[config.mk]
export PLATFORM = sky130hd
export DESIGN_NAME = xor_stream_cipher
export DESIGN_NICKNAME = d
export VERILOG_FILES = /design/src/rtl/xor_stream_cipher.sv
export SDC_FILE = /design/constraint.sdc
export NUM_CORES = 1
export LEC_CHECK = 0
export ABC_AREA = 1
export BUFFER_PORTS_ARGS = -buffer_cell sky130_fd_sc_hd__buf_4
export CORE_UTILIZATION = 25
export CTS_CLUSTER_SIZE = 16
export DETAILED_ROUTE_END_ITERATION = 16
export PLACE_DENSITY = 0.51
export SKIP_LAST_GASP = 1
export SYNTH_ARGS = -nofsm -noshare
export SYNTH_HDL_FRONTEND = slang
export SYNTH_SLANG_ARGS = --single-unit
[constraint.sdc]
create_clock -name clk -period 1.5 [get_ports clk]
set_input_delay 0.3 -clock clk [delete_from_list [all_inputs] [get_ports clk]]
set_output_delay 0.3 -clock clk [all_outputs]
set_load 0.02 [all_outputs]
[src/rtl/xor_stream_cipher.sv]
// Byte-wise XOR stream cipher with a one-deep output register and a keyed NOKEY/RUN FSM.
// Optional key rotation after each acceptance is enabled by defining XOR_KEY_ROTATE_EN.
module xor_stream_cipher #(
  parameter int N     = 2,
  parameter int CNT_W = 16
) (
  input  logic               clk,
  input  logic               rst,
  input  logic               key_load,
  input  logic [8*N-1:0]     key_in,
  input  logic               in_valid,
  output logic               in_ready,
  input  logic [8*N-1:0]     in_chunk,
  output logic               out_valid,
  input  logic               out_ready,
  output logic [8*N-1:0]     out_chunk,
  output logic [CNT_W-1:0]   chunk_cnt
);

  localparam int W = 8 * N;

  typedef enum logic [0:0] {
    NOKEY = 1'b0,
    RUN   = 1'b1
  } state_e;

  state_e             state_q;
  state_e             state_d;
  logic [W-1:0]       key_q;
  logic [W-1:0]       key_d;
  logic [W-1:0]       out_chunk_q;
  logic [W-1:0]       out_chunk_d;
  logic               out_valid_q;
  logic               out_valid_d;
  logic [CNT_W-1:0]   cnt_q;
  logic [CNT_W-1:0]   cnt_d;
  logic               in_ready_s;
  logic               accept_s;

`ifdef XOR_KEY_ROTATE_EN
  // Byte 0 sits in the top byte lane; it moves to the bottom lane and every other byte shifts up.
  function automatic logic [W-1:0] rotl_byte(input logic [W-1:0] k);
    logic [W-1:0] r;
    r = {W{1'b0}};
    for (int i = 0; i < N; i++) begin
      r[W-1-8*i -: 8] = k[W-1-8*((i+1)%N) -: 8];
    end
    return r;
  endfunction
`endif

  // FSM next state and input handshake
  always_comb begin
    state_d    = state_q;
    in_ready_s = 1'b0;
    case (state_q)
      NOKEY: begin
        in_ready_s = 1'b0;
        if (key_load) begin
          state_d = RUN;
        end else begin
          state_d = NOKEY;
        end
      end
      RUN: begin
        // The single output slot can be refilled in the same cycle it drains.
        in_ready_s = !out_valid_q || out_ready;
        state_d    = RUN;
      end
      default: begin
        in_ready_s = 1'b0;
        state_d    = NOKEY;
      end
    endcase
  end

  assign accept_s = in_valid && in_ready_s;

  // Key register: a load wins over rotation, and an accepted chunk always sees key_q
  always_comb begin
    key_d = key_q;
    if (key_load) begin
      key_d = key_in;
    end else if (accept_s) begin
`ifdef XOR_KEY_ROTATE_EN
      key_d = rotl_byte(key_q);
`else
      key_d = key_q;
`endif
    end else begin
      key_d = key_q;
    end
  end

  // Output register and chunk counter
  always_comb begin
    out_chunk_d = out_chunk_q;
    out_valid_d = out_valid_q;
    cnt_d       = cnt_q;
    if (accept_s) begin
      out_chunk_d = in_chunk ^ key_q;
      out_valid_d = 1'b1;
    end else if (out_ready) begin
      out_valid_d = 1'b0;
    end else begin
      out_valid_d = out_valid_q;
    end
    if (key_load) begin
      cnt_d = {CNT_W{1'b0}};
    end else if (accept_s) begin
      cnt_d = cnt_q + {{(CNT_W-1){1'b0}}, 1'b1};
    end else begin
      cnt_d = cnt_q;
    end
  end

  // FSM state register
  always_ff @(posedge clk or posedge rst) begin
    if (rst) begin
      state_q <= NOKEY;
    end else begin
      state_q <= state_d;
    end
  end

  // Datapath registers
  always_ff @(posedge clk or posedge rst) begin
    if (rst) begin
      key_q       <= {W{1'b0}};
      out_chunk_q <= {W{1'b0}};
      out_valid_q <= 1'b0;
      cnt_q       <= {CNT_W{1'b0}};
    end else begin
      key_q       <= key_d;
      out_chunk_q <= out_chunk_d;
      out_valid_q <= out_valid_d;
      cnt_q       <= cnt_d;
    end
  end

  assign in_ready  = in_ready_s;
  assign out_valid = out_valid_q;
  assign out_chunk = out_chunk_q;
  assign chunk_cnt = cnt_q;

endmodule

* Yosys cells after proc, flatten, opt, wreduce, memory -nomap -nowiden
Index checks and enable logic that the tools add are counted.
** Word-level totals
- Output and inout bits :: 34
- Logic and storage cells :: 20
- Register bits :: 50
- Bits in latches :: 0
- Input bits :: 37
- Memory bits (writable) :: 0
- Memories :: 0
- Memory bits (read-only) :: 0
** Operators by class
- Mux-type cells :: 7
- Reduce and logical (&&, ||, !) cells :: 5
- Shift-type cells :: 0
- $lt $le $gt $ge :: 0
- Bitwise gates (word level) :: 2
- Multipliers :: 0
- Div/mod/pow operators :: 0
- Equal/unequal tests :: 0
- Add/sub/neg operators :: 1
** Operator list (count)
- 16-bit two-way mux :: 2
- 16-bit by 1-bit adder with 16-bit output, second input constant :: 1
- 16-bit XOR :: 1
- 1-bit case mux with 2 select lines :: 2
- 2-bit nonzero test :: 2
- 1-bit two-way mux :: 3
- 1-bit logical AND :: 1
- 1-bit zero test :: 1
- 1-bit logical OR :: 1
- 1-bit inverter :: 1

* Logic depth before layout (Yosys ltp)
- Depth in word-level cells :: 6
- Mapped depth :: 8

* Worst setup path before layout
Ideal clock, no wire load.
- Kind :: reg2reg
- From :: reg cnt_q[1], in the netlist chunk_cnt[1]
- To :: reg cnt_q[14], in the netlist chunk_cnt[14]
- Cell stages (with the launch flop) :: 9
- Arrival time :: 1.245 ns
- Data required time :: 1.381 ns
- Path slack :: 0.136 ns
- Cells stage by stage :: dfrtp_1 ha_1 inv_1 nor2_2 nand2_1 nor2_4 nand3_1 nand2_1 nor2_1
** Between the ends
- Longest elaborated chain between the ends :: 3
** RTL lines
- from (decl) :: line 35 : logic [CNT_W-1:0] cnt_q;
- from (signal assigned) :: line 132 : cnt_q <= {CNT_W{1'b0}};
- from (signal assigned) :: line 137 : cnt_q <= cnt_d;
- 16-bit by 1-bit adder with 16-bit output :: line 111 : cnt_d = cnt_q + {{(CNT_W-1){1'b0}}, 1'b1};
- 16-bit two-way mux :: line 110 : end else if (accept_s) begin
- 16-bit two-way mux :: line 108 : if (key_load) begin
Every way passes these cells. The select of a mux whose other input is x is not followed.
A chain may end at the register's enable or synchronous reset.

* Final worst setup path
- From :: reg cnt_q[0], in the netlist chunk_cnt[0]
- To :: reg cnt_q[12], in the netlist chunk_cnt[12]
The elaborated chain is that of the path after synthesis.

==> key figures <==
Floorplanning
  • Die Width: 98.59 um
  • Row count: 34
  • Initial core utilization: 26.23%
  • IO Pins: 71
  • Core area: ~0.009 mm^2
  • Die Span Y: 98.59 um
  • Die Footprint: roughly 0.01 mm^2

Setup path
  • Setup CP Type: reg -> reg
  • Critical path launch point type: flip-flop
  • CP bufs+invs: 1
  • Crit-path slowest cell: dfrtp_1
  • Largest stage delay on the critical path: 0.41 ns
  • Crit-path cells: ha_1 -> inv_1 -> nor2_2 -> nand2_1 -> nor2_2 -> nand3_1 -> nand2_1 -> nor2_1
  • Worst endpoint required time: 1.70 ns
  • CP delay by family, top: simple AND/OR/NAND/NOR gates
  • Critical Path AT: 1.55 ns
  • Crit Path Max Fanout: 4
  • Critical Path Sink Type: flip-flop

Yosys
  • Multiplexer share of the synthesized area: 0%
  • Synth area leaders: dfrtp_1, nand2_1, xnor2_1
  • Most used flip-flop cell after synthesis: dfrtp_1
  • Mean Syn Cell Area: 8.481 um^2
  • Most frequent cells after synthesis: nand2_1, dfrtp_1, nor2_1
  • Synth Area in Compound Gates: 6.330%
  • Yosys reg bits: 50
  • Yosys top cell area share: 53.65%
  • Post-synthesis adder-cell area fraction: less than 1%
  • Main combinational cell family by area after synthesis: simple AND/OR/NAND/NOR gates
  • Top-count cell post-synth: nand2_1
  • Warnings, synthesis: 0
  • Fraction of registers with async set/reset: 100.0%
  • Sequential area share after synthesis: 53.65%
  • Count of cell types in the netlist: 23
  • EDFF count, synth: 0
  • Area share of xor/xnor cells in the synthesized design: roughly 6.0%
  • Synth Area in Simple Gates: between 20% and 30%
  • Post-synth net total: 313
  • Cell area after synthesis: 0.002332 mm^2
  • Largest area contributor in the netlist: dfrtp_1
  • Gate Count Post-Synth: 275

Power
  • Power, Total: 3.042 mW
  • Pwr/cell area: approximately 980 mW/mm^2
  • LEAKAGE: 1.485 nW
  • Maximum vdd drop: 459.4 uV

Routing
  • DR pass1 iterations: 4
  • Vias: 1935
  • DRC: 0
  • DRT Wirelength: 5.461 mm
  • Routed Antenna Nets: 0
  • WL per Instance: 11.90 um
  • Iteration-0 DRC Markers: 107
  • Vias per cell: 4.216

Finish
  • Proportion of layout cells with a drive suffix above 1: roughly 28%
  • Nets: 388
  • Area growth syn-to-layout: 32.89%
  • # diodes: 0

Timing
  • Fin. max-slew vios: 0
  • Worst slew margin: 72.16%
  • Tcrit/Tclk final: 90.21%
  • Final setup fails: 0
  • Crit path time final: 1.353 ns
  • Clk_skew: between 0.008 and 0.009 ns
  • Unrepaired setup endpoints after global routing: false
  • Final hold vios: 0
  • Worst Tran Pin Value: ~0.42 ns
  • Setup_tns: 0 ns
  • Max Fclk: 0.7390 GHz

Clock tree
  • Clock slew at reported path FFs: 0.10 ns
  • Cts-stage hold buffer count: 0
  • Post-CTS setup buffer count: 0
  • CTS tree: yes
  • CTS Sinks: 50
  • H-tree levels: 2
  • Worst skew pair latency: 0.31 ns
  • Clock buffer depth: 2
  • Clock Tree Root: clkbuf_8
  • CTS resizes: 0
  • Total CTS buffers: 5

Global routing
  • Gr ovfl total: 0
  • Largest net degree at the start of global routing: 33
  • Tot GR Track Use: between 10% and 20%
  • Vias in the first global route: 1924
  • First-pass GRT wire length: roughly 9 mm
  • Initial antenna violation count: 0

Hold path
  • Worst Hold Class: in -> async

Placed design
  • DP HPWL: 4.008 mm
  • Final GP Congestion: approximately 0.80
  • Number of port buffers: 70

Run status
  • Status: complete, no violations

Job
  • MaxCap Viol Count: 0
-- area by class of cell --
cell class                      instances  area (um^2)
Timing Repair Buffer                   77        578.1
Sequential cell                        50         1251
Fill cell                             924         5792
Clock inverter                          2        16.27
Inverter                               15        60.06
Tap cell                              108        135.1
Multi-Input combinational cell        201        975.9
Clock buffer                            6        82.58
-- power breakdown --
group	total (mW)	switching (mW)	internal [mW]
combinational	0.631	0.343	0.288
sequential	1.56	0.0814	1.48
clock	0.854	0.474	0.381
total	3.04	0.898	2.14
-- worst min-delay path, delay by kind of cell --
family                 cells  cell delay [ns]
buffers and inverters      3             0.42
-- cells in the final DEF (no fill, tap or decap) --
cell type   instances
nand2_2             3
o21ai_0            18
clkinvlp_4          2
nor2_4              4
a21oi_1            10
nand2_1            99
nor3_1              4
nand3_1            11
inv_1              13
ha_1                1
o21bai_1            1
nor3b_2             1
and2_1              3
inv_6               1
nor2_1             26
or2_2               1
inv_2               1
buf_4              77
xnor2_1            16
dfrtp_1            50
clkbuf_8            6
nor2_2              2
nand3_4             1
-- kinds of logic after synthesis --
group	after synthesis
simple gates	155
fa+ha+maj	1
buf+inv	24
compound gates	29
xor+xnor	16
flops	50
-- sequential cells by signal, indices dropped and copies added, names as in the netlist --
register and cells:
state_q 1, out_valid 1, key_q 16, chunk_cnt 16, out_chunk 16
-- path summary, 6_finish.rpt --
| kind | from | slack [ns] | depth (start not counted) | endpoint |
|---|---|---|---|---|
| setup / recovery | chunk_cnt[0]$_DFFE_PP0P_ | 0.15 | 8 | chunk_cnt[12]$_DFFE_PP0P_ |
| hold / removal | rst | 0.03 | 3 | out_valid$_DFFE_PP0P_ |
| setup reg to reg | chunk_cnt[0]$_DFFE_PP0P_ | 0.15 | 8 | chunk_cnt[12]$_DFFE_PP0P_ |
| hold reg to reg | out_chunk[9]$_DFFE_PP0P_ | 0.50 | 2 | out_chunk[9]$_DFFE_PP0P_ |
| max in group asynchronous | rst | 1.09 | 3 | out_chunk[12]$_DFFE_PP0P_ |
| min in group clk | key_in[10] | 0.18 | 3 | key_q[10]$_DFFE_PP0P_ |
-- through the flow --
stage          area (um^2)  std cells  setup WS [ns]  hold slack [ns]  util, %
2_1_floorplan         2336        275         0.1355           0.3424        -
3_3_place_gp          3000        451         0.2297           0.3746    33.75
3_5_place_dp          3000        451         0.1690           0.3820    33.75
4_1_cts               3099        459         0.1383          0.03646    34.86
5_1_grt               3099        459        0.02646          0.04514    34.86
6_report              3099        459         0.1468          0.02588    34.86
-- layer usage --
| metal | routed length, um | vias to the layer above | track usage (%) |
|---|---|---|---|
| met3 | 255 | 8 | 3.191 |
| met4 | 127 | 0 | 5.511 |
| met1 | 2514 | 865 | 15.42 |
| met5 | 0 | - | 0 |
| met2 | 2563 | 51 | 19.01 |
| li1 | - | 1011 | - |
Power figures use the tool's default switching activity.
